### config.mk
export PLATFORM = sky130hd
export DESIGN_NAME = matrix_calc_dispatcher
export DESIGN_NICKNAME = d
export VERILOG_FILES = /design/src/rtl/matrix_op_selector_pkg.sv /design/src/rtl/matrix_calc_dispatcher_pkg.sv /design/src/rtl/matrix_calc_dispatcher_timeout.sv /design/src/rtl/matrix_calc_dispatcher.sv
export SDC_FILE = /design/constraint.sdc
export NUM_CORES = 1
export LEC_CHECK = 0
export BUFFER_PORTS_ARGS = -buffer_cell sky130_fd_sc_hd__buf_2
export CORE_ASPECT_RATIO = 1.4
export CORE_UTILIZATION = 44
export DETAILED_ROUTE_END_ITERATION = 7
export GPL_TIMING_DRIVEN = 1
export PLACE_DENSITY = 0.78
export RECOVER_POWER = 100
export SETUP_SLACK_MARGIN = 0.15
export SYNTH_ARGS = -nofsm -noshare
export SYNTH_HDL_FRONTEND = slang
export SYNTH_SLANG_ARGS = --single-unit
export TNS_END_PERCENT = 50
### constraint.sdc
create_clock -name clk -period 2.3 [get_ports clk]
set_clock_uncertainty 0.2 [all_clocks]
set_input_delay 0 -clock clk [delete_from_list [all_inputs] [get_ports clk]]
set_output_delay 0 -clock clk [all_outputs]
set_load 0.02 [all_outputs]
### src/rtl/matrix_op_selector_pkg.sv
// matrix_op_selector_pkg
// Types shared with the operation selector FSM. The calc type value doubles
// as the index of the compute unit that implements it, so the dispatcher can
// address unit start/done/err vectors directly by calc type.
package matrix_op_selector_pkg;

    typedef enum logic [2:0] {
        CALC_TRANSPOSE  = 3'd0,
        CALC_ADD        = 3'd1,
        CALC_MUL        = 3'd2,
        CALC_SCALAR_MUL = 3'd3,
        CALC_CONV       = 3'd4
    } calc_type_t;

endpackage

### src/rtl/matrix_calc_dispatcher_pkg.sv
// matrix_calc_dispatcher_pkg
// Dispatcher state encoding, error codes and the calc-type to unit-select
// helper used by matrix_calc_dispatcher.
package matrix_calc_dispatcher_pkg;

    import matrix_op_selector_pkg::*;

    localparam int NUM_UNITS = 5;

    // Highest calc type that has a compute unit behind it.
    localparam logic [2:0] CALC_LAST = CALC_CONV;

    typedef enum logic [2:0] {
        ST_IDLE,
        ST_CHECK,
        ST_ACQUIRE,
        ST_LAUNCH,
        ST_RUN,
        ST_DONE,
        ST_ERROR
    } state_t;

    typedef enum logic [1:0] {
        ERR_NONE     = 2'd0,
        ERR_BAD_TYPE = 2'd1,
        ERR_UNIT     = 2'd2,
        ERR_TIMEOUT  = 2'd3
    } err_code_t;

    // One-hot unit select for a calc type; out-of-range types select nothing.
    function automatic logic [NUM_UNITS-1:0] unit_select(input logic [2:0] calc);
        logic [NUM_UNITS-1:0] sel;
        sel = '0;
        for (int i = 0; i < NUM_UNITS; i++) begin
            if (calc == 3'(i)) begin
                sel[i] = 1'b1;
            end
        end
        return sel;
    endfunction

endpackage

### src/rtl/matrix_calc_dispatcher_timeout.sv
// op_timeout_counter
// Watchdog counter for the bus-holding phase of a calculation.
//   clk, rst  : clock, async active-high reset
//   clear     : restart the count from zero (wins over enable)
//   enable    : count this cycle
//   expired   : this enabled cycle brings the count to TIMEOUT_CYCLES-1
// Expects TIMEOUT_CYCLES >= 2.
module op_timeout_counter #(
    parameter int TIMEOUT_CYCLES = 1000000
) (
    input  logic clk,
    input  logic rst,
    input  logic clear,
    input  logic enable,
    output logic expired
);

    localparam int CNT_W = (TIMEOUT_CYCLES > 2) ? $clog2(TIMEOUT_CYCLES) : 1;
    localparam logic [CNT_W-1:0] PRE_LAST = CNT_W'(TIMEOUT_CYCLES - 2);

    logic [CNT_W-1:0] count;

    always_ff @(posedge clk or posedge rst) begin
        if (rst) begin
            count <= '0;
        end else if (clear) begin
            count <= '0;
        end else if (enable) begin
            count <= count + CNT_W'(1);
        end
    end

    // Flag the cycle whose increment reaches the limit, so the owner can
    // abort on that same edge instead of one cycle later.
    assign expired = enable && (count == PRE_LAST);

endmodule

### src/rtl/matrix_calc_dispatcher.sv
// matrix_calc_dispatcher
// Runs one matrix calculation per accepted request: validates the calc type,
// acquires the shared storage bus, pulses the matching unit's start, waits for
// its done/err (bounded by a timeout), then releases the bus and reports.
// Ports:
//   clk, rst                  : clock, async active-high reset
//   req_valid/req_ready       : request handshake (ready only in IDLE)
//   req_calc/id_a/id_b/scalar : request payload
//   bus_req/bus_gnt           : storage bus arbitration
//   unit_start                : one-hot start pulse, bit = calc type
//   unit_id_a/id_b/scalar     : operands latched at acceptance
//   unit_done/unit_err        : per-unit completion flags
//   busy, cur_calc            : status
//   done/error/err_code       : completion pulses and sticky error code
// All outputs are registered.
module matrix_calc_dispatcher
    import matrix_op_selector_pkg::*;
    import matrix_calc_dispatcher_pkg::*;
#(
    parameter int ID_W           = 3,
    parameter int SCALAR_W       = 32,
    parameter int TIMEOUT_CYCLES = 1000000
) (
    input  logic                 clk,
    input  logic                 rst,
    input  logic                 req_valid,
    output logic                 req_ready,
    input  logic [2:0]           req_calc,
    input  logic [ID_W-1:0]      req_id_a,
    input  logic [ID_W-1:0]      req_id_b,
    input  logic [SCALAR_W-1:0]  req_scalar,
    output logic                 bus_req,
    input  logic                 bus_gnt,
    output logic [NUM_UNITS-1:0] unit_start,
    output logic [ID_W-1:0]      unit_id_a,
    output logic [ID_W-1:0]      unit_id_b,
    output logic [SCALAR_W-1:0]  unit_scalar,
    input  logic [NUM_UNITS-1:0] unit_done,
    input  logic [NUM_UNITS-1:0] unit_err,
    output logic                 busy,
    output logic [2:0]           cur_calc,
    output logic                 done,
    output logic                 error,
    output logic [1:0]           err_code
);

    state_t                 state;
    state_t                 state_next;
    err_code_t              err_next;
    logic [NUM_UNITS-1:0]   own_sel;
    logic                   own_done;
    logic                   own_err;
    logic                   tmo_clear;
    logic                   tmo_enable;
    logic                   tmo_expired;

    // Only the launched unit's flags matter; other units may be busy with
    // unrelated work and their flags are ignored.
    assign own_sel  = unit_select(cur_calc);
    assign own_done = |(unit_done & own_sel);
    assign own_err  = |(unit_err & own_sel);

    assign tmo_clear  = (state == ST_CHECK);
    assign tmo_enable = (state == ST_ACQUIRE) || (state == ST_RUN);

    op_timeout_counter #(
        .TIMEOUT_CYCLES(TIMEOUT_CYCLES)
    ) u_timeout (
        .clk     (clk),
        .rst     (rst),
        .clear   (tmo_clear),
        .enable  (tmo_enable),
        .expired (tmo_expired)
    );

    // Next-state decode. Timeout beats unit flags, and err beats done.
    always_comb begin
        state_next = state;
        err_next   = ERR_NONE;
        case (state)
            ST_IDLE: begin
                if (req_valid) begin
                    state_next = ST_CHECK;
                end
            end
            ST_CHECK: begin
                if (cur_calc > CALC_LAST) begin
                    state_next = ST_ERROR;
                    err_next   = ERR_BAD_TYPE;
                end else begin
                    state_next = ST_ACQUIRE;
                end
            end
            ST_ACQUIRE: begin
                if (tmo_expired) begin
                    state_next = ST_ERROR;
                    err_next   = ERR_TIMEOUT;
                end else if (bus_gnt) begin
                    state_next = ST_LAUNCH;
                end
            end
            ST_LAUNCH: begin
                state_next = ST_RUN;
            end
            ST_RUN: begin
                if (tmo_expired) begin
                    state_next = ST_ERROR;
                    err_next   = ERR_TIMEOUT;
                end else if (own_err) begin
                    state_next = ST_ERROR;
                    err_next   = ERR_UNIT;
                end else if (own_done) begin
                    state_next = ST_DONE;
                end
            end
            ST_DONE:  state_next = ST_IDLE;
            ST_ERROR: state_next = ST_IDLE;
            default:  state_next = ST_IDLE;
        endcase
    end

    // State register plus outputs decoded from the next state, so every
    // output is a flop that already reflects the state it belongs to.
    always_ff @(posedge clk or posedge rst) begin
        if (rst) begin
            state       <= ST_IDLE;
            req_ready   <= 1'b1;
            busy        <= 1'b0;
            bus_req     <= 1'b0;
            unit_start  <= '0;
            done        <= 1'b0;
            error       <= 1'b0;
            err_code    <= ERR_NONE;
            cur_calc    <= '0;
            unit_id_a   <= '0;
            unit_id_b   <= '0;
            unit_scalar <= '0;
        end else begin
            state      <= state_next;
            req_ready  <= (state_next == ST_IDLE);
            busy       <= (state_next != ST_IDLE);
            bus_req    <= (state_next == ST_ACQUIRE) || (state_next == ST_LAUNCH) ||
                          (state_next == ST_RUN);
            unit_start <= (state_next == ST_LAUNCH) ? own_sel : '0;
            done       <= (state_next == ST_DONE);
            error      <= (state_next == ST_ERROR);

            if ((state == ST_IDLE) && req_valid) begin
                cur_calc    <= req_calc;
                unit_id_a   <= req_id_a;
                unit_id_b   <= req_id_b;
                unit_scalar <= req_scalar;
                err_code    <= ERR_NONE;
            end else if (state_next == ST_ERROR) begin
                err_code    <= err_next;
            end
        end
    end

endmodule

== Yosys cells after proc, flatten, opt, wreduce, memory -nomap -nowiden ==
Cells that the tools add are included.
Cells by class
  $add $sub $neg: 1
  equal/unequal tests: 14
  reduce and logical (&&, ||, !) cells: 13
  $lt $le $gt $ge: 1
  bitwise gates (word level): 2
  multiplexer cells: 23
Operator list (number)
  two-way mux 20 bit: 2
  two-way mux 3 bit: 7
  adder 20 x 1 -> 20 bit (second input constant): 1
  equality test 20 bit (second input constant): 1
  equality test 3 x 2 -> 1 bit (second input constant): 6
  equality test 3 bit (second input constant): 5
  one-hot mux 3 bit (5 select lines): 1
  AND 5 bit: 2
  two-way mux 2 bit: 5
  OR reduction 5 bit: 2
  zero test 3 bit: 3
  equality test 3 x 1 -> 1 bit (second input constant): 2
  two-way mux 1 bit: 6
  one-hot mux 2 bit (3 select lines): 1
  two-way mux 5 bit: 1
  nonzero test 2 bit: 2
  > comparator 3 bit (second input constant): 1
  logical OR 1 bit: 3
  nonzero test 3 bit: 1
  logical AND 1 bit: 2
Storage, ports and cells
  register bits after elaboration: 76
  word-level logic and storage cells: 67

== Depth between registers and ports, before layout ==
Gate-level depths: netlist of the first run.
  depth in word-level cells: 11
  mapped depth: 7

== Modules after synthesis ==
Synthesis of the first run repeated with hierarchy kept, for this count alone.
Second synthesis, totals
  cells, all modules: 369
  area total of the unflattened synthesis: 3483.3 um^2
By module, submodules not included
  matrix_calc_dispatcher: seq. area each 1402.6 um^2, instances 1, cells an instance 255, area an instance 2386.0 um^2
  op_timeout_counter: seq. area each 500.5 um^2, instances 1, cells an instance 114, area an instance 1097.3 um^2

== Worst setup path before layout of the first run ==
Ideal clock, no wire load.
  path type: register to register
  start: register cur_calc[1]
  end: register state[0]
  setup time: 0.094 ns
  path buffers: 0
  clock period less this slack: 2.079 ns
  slack: 0.221 ns
  arrival: 1.785 ns
  cell stages (with the launch flop): 5
  cell sequence: dfrtp_1 -> mux2_2 -> a221o_1 -> or4_1 -> a211oi_1
On the way
  word-level cells in the longest chain between the ends: 8
RTL lines
  start, declared: RTL line matrix_calc_dispatcher.sv:41  | output logic [2:0] cur_calc,
  start signal, assigned: RTL line matrix_calc_dispatcher.sv:149  | cur_calc <= req_calc;
  equality test 3 x 1 -> 1 bit (tied with other cells): RTL line matrix_calc_dispatcher_pkg.sv:35  | if (calc == 3'(i)) begin
  two-way mux 1 bit: RTL line matrix_calc_dispatcher_pkg.sv:35
  AND 5 bit: RTL line matrix_calc_dispatcher.sv:60  | assign own_done = |(unit_done & own_sel);
  OR reduction 5 bit: RTL line matrix_calc_dispatcher.sv:60
  two-way mux 3 bit: RTL line matrix_calc_dispatcher.sv:112  | end else if (own_done) begin
  two-way mux 3 bit (*): RTL line matrix_calc_dispatcher.sv:109  | end else if (own_err) begin
  two-way mux 3 bit (*): RTL line matrix_calc_dispatcher.sv:106  | if (tmo_expired) begin
  one-hot mux 3 bit (5 select lines) (*): RTL line matrix_calc_dispatcher.sv:80  | case (state)
  net state_next[0]: RTL line matrix_calc_dispatcher.sv:48  | state_t state_next;
  end signal, assigned: RTL line matrix_calc_dispatcher.sv:139  | state <= state_next;
  end, declared: RTL line matrix_calc_dispatcher.sv:47  | state_t state;
The timed path passes the listed nets; every way through them passes the cells marked *.
A chain may end at the register's enable or synchronous reset.

== Worst setup path in the final report of the first run ==
Same ends and word-level chain as after synthesis.

==> reports/qor.txt, run 1 <==
Worst R2R Setup Slack = 0.13 ns
CP Capture Type = flop
Global route overflow = 0
Most frequent cells in the layout = dfrtp_1 (74), buf_2 (56), clkbuf_1 (52), dlygate4sd3_1 (49), mux2_2 (39)
Post-Syn Instances = 298
Worst setup path class = flop to flop
Clock Tree Root = clkbuf_8
Met3 wire len = 453 µm
Clock Latency Late Sink = 0.37 ns
Placed insts = 496
Setup bufs post-CTS = 0
Max-slew violations = 0
Maximum VDD drop = 0.859 mV
Clk buf depth = 2
Fin Setup TNS = 0 ns
Total GRT Usage = 25.1%
Ys flop type = dfrtp_1
Final Wtd Congestion = 0.893
Crit path arrival time = 2.24 ns
CP Launch Type = flop
Max-cap violation count = 0
Final Non-Filler Cells = 561
Number of global-route vias before repair = 3246
DRC viols = 0
Routed vias/inst = 5.29
R2R Path End = state[0]
IO buf count = 107
Hold Path Origin = unit_done[2]
CTS buffer count = 9
Leakage power = 2.08 nW
Diodes inserted = 0
Drt first pass iters = 5
Hold EP = done
CP Max Fanout = 14
Largest net degree at the start of global routing = 61
RSZ-0062 raised after global routing = true
Place WS = 0.228 ns
Slew margin rel. = 56.9%
Syn Nets = 355
Max layer used = met4
Die ar. = 8170 µm²
Synth Cell Area = 3440 µm²
Worst endpoint required time = 2.37 ns
Worst reg-to-reg path cell count = 6
Global-route wire length before repair = 15600 µm
Die W = 76.7 µm
Num Clock Sinks = 76
Layout cells sized above 1 = 27.8%
WL per Instance = 17.0 µm
Synth warn = 0
Final WL = 9520 µm
CTS H-tree depth = 3
ANT nets after route = 0
Seq/Total Area, Yosys = 55.4%
Final number of setup-violating endpoints = 0
Async SR Flop Fraction = 100%
Startpoint of the worst-slack reg-to-reg timing path = cur_calc[1]
Final setup margin = 0.134 ns
Clock tree from TritonCTS = done
DRT iter0 DRCs = 188
DR vias = 2968
Status = complete, no violations
DRT met1 WL = 3550 µm
Worst Hold Class = input pin to flop
Netlist cell types = 44
Most common cell after layout, fill and taps aside = dfrtp_1
Syn-to-layout area delta = 37.8%
I/O pin cnt = 108
Post-DP HPWL = 5600 µm
Max Fclk = 462 MHz
Post-DP Area = 4110 µm²
DR WL met2 = 5090 µm
Nets = 516
Core area = 7450 µm²
Power per cell area = 1240 nW/µm²
Avg Synthesized Cell Area = 11.5 µm²
Row cnt = 37
Worst hold path depth = 5
Min cycle time layout = 2.17 ns
Clk slew on worst S/H paths = 0.08 ns
Seq cells post-synth = 76
Worst-Margin Slew = 0.645 ns
Post-route cell area = 4730 µm²
Tcrit/Tclk final = 94.2%
EDFF count, synth = 0
Initial Utilization = 46.1%
Initial antenna violation count = 0
Die height = 107 µm
Final hold vios = 0
## sequential cells by signal, summed over array words and instances (netlist names)
register	flops
bus_req	1
state	3
cur_calc	3
u_timeout.count	20
busy	1
unit_id_a	3
done	1
unit_id_b	3
req_ready	1
error	1
err_code	2
unit_scalar	32
unit_start	5
## report_power, final
group	total [W]	internal, W	switching, W
logic	0.00253	0.000989	0.00154
registers	0.00219	0.00182	0.000369
clock network	0.00112	0.000596	0.000524
total	0.00585	0.00341	0.00244
## worst max path at each step
stage,from,end,slack (ns),cells past startpoint
3_3_place_gp,state[1],unit_start[2],0.26,5
2_1_floorplan,rst,bus_req,0.16,1
4_1_cts,state[1],unit_start[2],0.20,5
5_1_grt,rst,state[1],0.05,5
3_5_place_dp,state[2],u_timeout.count[19],0.23,5
6_report,cur_calc[1],state[0],0.13,6
## critical path: stages, from the launching register on
cell and delay (ns):
dfrtp_1 0.40, buf_4 0.19, mux2i_1 0.16, o21ai_0 0.23, o21ai_1 0.16, or4_1 0.48, a211oi_1 0.25
## cells in the mapped netlist (all sizes together) (3+ instances only)
master	n	area share, %
clkbuf	3	0.33
and2	3	0.55
dfrtp	75	55
buf	11	1.9
nor2	24	2.6
mux2	42	14
nand2	19	2.1
inv	5	0.55
nor2b	5	0.91
nor3	9	1.3
o211ai	3	0.66
nor4	3	0.55
or3	3	0.55
and3	4	0.73
nand3	10	1.5
xor2	9	2.3
o21ai	13	2.2
mux2i	3	0.87
nand4	9	1.6
nand3b	5	1.1
a21oi	13	1.9
## repair_timing
action,4_1_cts,5_1_grt
endpoints found under the setup margin,0,10
hold endpoints to repair,126,0
hold buffers,49,0
resized for setup,0,4
## kinds of logic after synthesis
family / after synthesis / synth area share (%)
AND/OR/NAND/NOR: 106 / 16.4
flip-flops: 76 / 55.4
multiplexers: 45 / 14.6
AO/OA/AOI/OAI: 39 / 7.10
buffers and inverters: 19 / 2.73
XOR/XNOR: 11 / 3.02
adder cells (fa/ha/maj): 2 / 0.728
## routing by layer
layer / GRT usage [%] / up-vias
met2: 44.5 / 116
met1: 27.4 / 1434
li1: - / 1386
met5: 0 / -
met4: 15.7 / 0
met3: 4.68 / 32
## layout make-up
cell class | instances | area, µm²
sequential | 76 | 1900
timing repair buffer | 164 | 1030
clock buffer | 12 | 165
clock inverter | 4 | 55.1
inverter | 5 | 18.8
fill | 560 | 2720
tap | 97 | 121
multi-input combinational | 203 | 1440
## per-stage QoR
| step | util, % | hold slack [ns] | power, W |
|---|---|---|---|
| 6_report | 63.5 | 0.0412 | 0.00585 |
| 5_1_grt | 63.5 | 0.103 | 0.00616 |
| 4_1_cts | 64.6 | 0.00569 | 0.00590 |
| 3_5_place_dp | 55.1 | -0.195 | 0.00472 |
| 3_3_place_gp | 55.1 | -0.209 | 0.00463 |
| 2_1_floorplan | - | -0.0683 | 0.00392 |
Power figures use the tool's default switching activity.
==> inputs of run 2 (changes only) <==
- CELL_PAD_IN_SITES_DETAIL_PLACEMENT: default -> 1
- CELL_PAD_IN_SITES_GLOBAL_PLACEMENT: default -> 1
- CORE_UTILIZATION: 44 -> 34
- MAX_ROUTING_LAYER: default -> met4
- PLACE_DENSITY: 0.78 -> 0.8
- SYNTH_HIERARCHICAL: default -> 1
==> run 2 against run 1 <==
Clock-buffer cell count shrank 2. Combinational power grew 10%. Global-route usage shrank 0.70 points. Synthesized area grew 1.3%. Hold slack lost 0.021 ns. Highest routed layer unchanged.
==> reports/qor.txt, run 2 <==
Status = complete, no violations (unchanged)
Max-cap violation count = 0 (unchanged)
Psw = 0.00280 W (was 0.00244 W)
Clk pwr share = 22.4% (was 19.2%)
Synth warn = 6 (was 0)
Combinational power share = 43.3% (about the same)
Leakage power = 2.45 nW (was 2.08 nW)
DRC viols = 0 (unchanged)
Row cnt = 43 (was 37)
Largest net degree at the start of global routing = 42 (was 61)
Total GRT Usage = 24.4% (was 25.1%)
Post-DP HPWL = 7540 µm (was 5600 µm)
Syn-to-layout area delta = 48.2% (was 37.8%)
ANT nets after route = 0 (unchanged)
Max reg flops = 32 (unchanged)
Clock tree from TritonCTS = done (unchanged)
Num Clock Sinks = 76 (unchanged)
Die height = 122 µm (was 107 µm)
Routed vias/inst = 5.10 (was 5.29)
Seq cells post-synth = 76 (unchanged)
Layout cells sized above 1 = 25.5% (was 27.8%)
Die ar. = 10700 µm² (was 8170 µm²)
Clock Latency Late Sink = 0.34 ns (was 0.37 ns)
Drt first pass iters = 4 (was 5)
Worst hold margin = 0.0206 ns (was 0.0412 ns)
CP Launch Type = flop (unchanged)
Die W = 87.5 µm (was 76.7 µm)
Overall power = 0.00645 W (was 0.00585 W)
Top cells by count, synth = nand2_1 (136), dfrtp_1 (75), nor2_1 (20), o21ai_0 (10), a21oi_1 (9) (was dfrtp_1 (75), mux2_2 (42), nor2_1 (24), nand2_1 (19), a21oi_1 (13))
Final WL = 12500 µm (was 9520 µm)
FILL cells = 1185 (was 560)
Slew margin rel. = 46.3% (was 56.9%)
Reg with most FFs = unit_scalar (unchanged)
Final hold vios = 0 (unchanged)
Min cycle time layout = 2.29 ns (was 2.17 ns)
CTS buffer count = 9 (unchanged)
CP Max Fanout = 3 (was 14)
Most frequent cells in the layout = nand2_1 (135), dfrtp_1 (73), buf_2 (54), clkbuf_1 (53), dlygate4sd3_1 (46) (was dfrtp_1 (74), buf_2 (56), clkbuf_1 (52), dlygate4sd3_1 (49), mux2_2 (39))
WL per Instance = 18.4 µm (was 17.0 µm)
I/O pin cnt = 108 (unchanged)
Crit path arrival time = 2.36 ns (was 2.24 ns)
Most frequent cell after synthesis = nand2_1 (was dfrtp_1)
Power per cell area = 1250 nW/µm² (was 1240 nW/µm²)
Max Fclk = 436 MHz (was 462 MHz)
Worst-Margin Slew = 0.805 ns (was 0.645 ns)
Worst Hold Class = input pin to flop (unchanged)
Synth Cell Area = 3480 µm² (was 3440 µm²)
Tcrit/Tclk final = 99.6% (was 94.2%)
CTS H-tree depth = 3 (unchanged)
Multi-input gate area = 1580 µm² (was 1440 µm²)
Clock Tree Root = clkbuf_16 (was clkbuf_8)
Switch share = 43.4% (was 41.7%)
CP Capture Type = flop (unchanged)
Initial antenna violation count = 0 (unchanged)
Sequential Power Share = 34.3% (was 37.5%)
DRT iter0 DRCs = 152 (was 188)
Netlist cell types = 51 (was 44)
Max-slew violations = 0 (unchanged)
Worst endpoint required time = 2.37 ns (about the same)
Post-Syn Instances = 369 (was 298)
Synth top area cells = dfrtp_1 (54%), nand2_1 (15%), buf_6 (2.3%) (was dfrtp_1 (55%), mux2_2 (14%), nor2_1 (2.6%))
Storage cell area = 1910 µm² (was 1900 µm²)
Diodes inserted = 0 (unchanged)
Global-route wire length before repair = 19000 µm (was 15600 µm)
Ys flop type = dfrtp_1 (unchanged)
EDFF count, synth = 0 (unchanged)
RSZ-0062 raised after global routing = true (unchanged)
Nets = 600 (was 516)
Final Wtd Congestion = 0.831 (was 0.893)
Clk slew on worst S/H paths = 0.06 ns (was 0.08 ns)
Internal = 0.00365 W (was 0.00341 W)
Avg Synthesized Cell Area = 9.44 µm² (was 11.5 µm²)
Top Registers = unit_scalar: 32 flops, u_timeout/count: 20 flops, unit_start: 5 flops (was unit_scalar: 32 flops, u_timeout.count: 20 flops, unit_start: 5 flops)
Global route overflow = 0 (unchanged)
Number of global-route vias before repair = 3879 (was 3246)
Maximum VDD drop = 0.476 mV (was 0.859 mV)
Final number of setup-violating endpoints = 0 (unchanged)
Async SR Flop Fraction = 100% (unchanged)
Synth area leader = dfrtp_1 (unchanged)
Syn Nets = 426 (was 355)
Initial Utilization = 35.0% (was 46.1%)
Worst setup path class = flop to flop (unchanged)
IO buf count = 107 (unchanged)
Core area = 9950 µm² (was 7450 µm²)
Synth top area share = 53.9% (was 54.6%)
Clk buf depth = 2 (unchanged)
Most common cell after layout, fill and taps aside = nand2_1 (was dfrtp_1)
DR vias = 3484 (was 2968)
Seq/Total Area, Yosys = 54.6% (was 55.4%)
[run 2: cell types whose count changed in the layout (fill, tap and decap cells not counted), moves of 5 or more]
cell	delta
a21oi_1	-8
buf_4	+19
clkbuf_16	+9
clkbuf_8	-11
mux2_2	-37
nand2_1	+116
nand3_1	-5
nor2_1	-7
nor3_1	-7
[run 2: cell families after synthesis]
logic type | Yosys count | share of synthesized area [%]
AO/OA/AOI/OAI | 38 | 7.94
XOR/XNOR | 13 | 3.27
adder cells (fa/ha/maj) | 2 | 0.718
buffers and inverters | 27 | 4.67
flip-flops | 76 | 54.6
multiplexers | 5 | 1.51
AND/OR/NAND/NOR | 208 | 27.3
[run 2: power groups by stage]
stage          Combinational (W)  Clock (W)  Sequential [W]
2_1_floorplan            0.00121          0         0.00253
3_3_place_gp             0.00239          0         0.00214
3_5_place_dp             0.00250          0         0.00217
4_1_cts                  0.00262    0.00146         0.00215
5_1_grt                  0.00302    0.00152         0.00225
6_report                 0.00279    0.00144         0.00221
[run 2: cell type report]
cell class,count,area share [%]
clock buffer,10,4.63
timing repair buffer,182,22.8
sequential,76,36.9
multi-input combinational,266,30.7
tap,135,3.27
inverter,8,0.582
clock inverter,6,1.21
[run 2: critical path, stage by stage (launching register included)]
cell and delay (ns):
dfrtp_1 0.42, xnor2_2 0.17, nor2_2 0.15, and2_4 0.16
nand4_1 0.12, nor4_2 0.22, inv_1 0.15, o32ai_2 0.35
o21ai_0 0.16, nor2_1 0.12
[run 2: what timing repair did]
item	CTS	global route
endpoints found under the hold margin	125	0
hold buffers	46	0
setup buffers	4	6
resized for setup	7	28
pin swaps	2	17
endpoints found under the setup margin	8	19
[run 2: worst paths after layout]
kind,from,to,slack [ns],cells past startpoint
worst min register to register,unit_scalar[20],unit_scalar[20],0.28,2
min in group asynchronous,rst,u_timeout/count[11],0.16,3
worst max-delay path,state[2],err_code[0],0.008,9
worst min-delay path,unit_done[3],bus_req,0.02,5
worst max register to register,state[2],err_code[0],0.008,9
max in group asynchronous,rst,req_ready,0.48,5
[run 2: routing by layer]
metal | up-vias | wire (µm) | GRT usage [%] | share of wire, %
li1 | 1580 | - | - | -
met2 | 127 | 6770 | 43.6 | 54
met3 | 34 | 677 | 5.49 | 5.4
met1 | 1743 | 4710 | 24.6 | 38
met4 | 0 | 391 | 12.2 | 3.1
met5 | - | 0 | - | 0
[run 2: stage by stage]
| stage | worst slack, ns | area (µm²) | instances | setup TNS [ns] | util, % |
|---|---|---|---|---|---|
| floorplan | 0.0932 | 3510 | 369 | 0 | - |
| global placement | 0.141 | 4230 | 611 | 0 | 42.5 |
| detailed placement | 0.0558 | 4230 | 611 | 0 | 42.5 |
| CTS | 0.0739 | 5050 | 677 | 0 | 50.8 |
| global route | -0.134 | 5160 | 683 | -0.288 | 51.9 |
| finish | 0.00834 | 5160 | 683 | 0 | 51.9 |
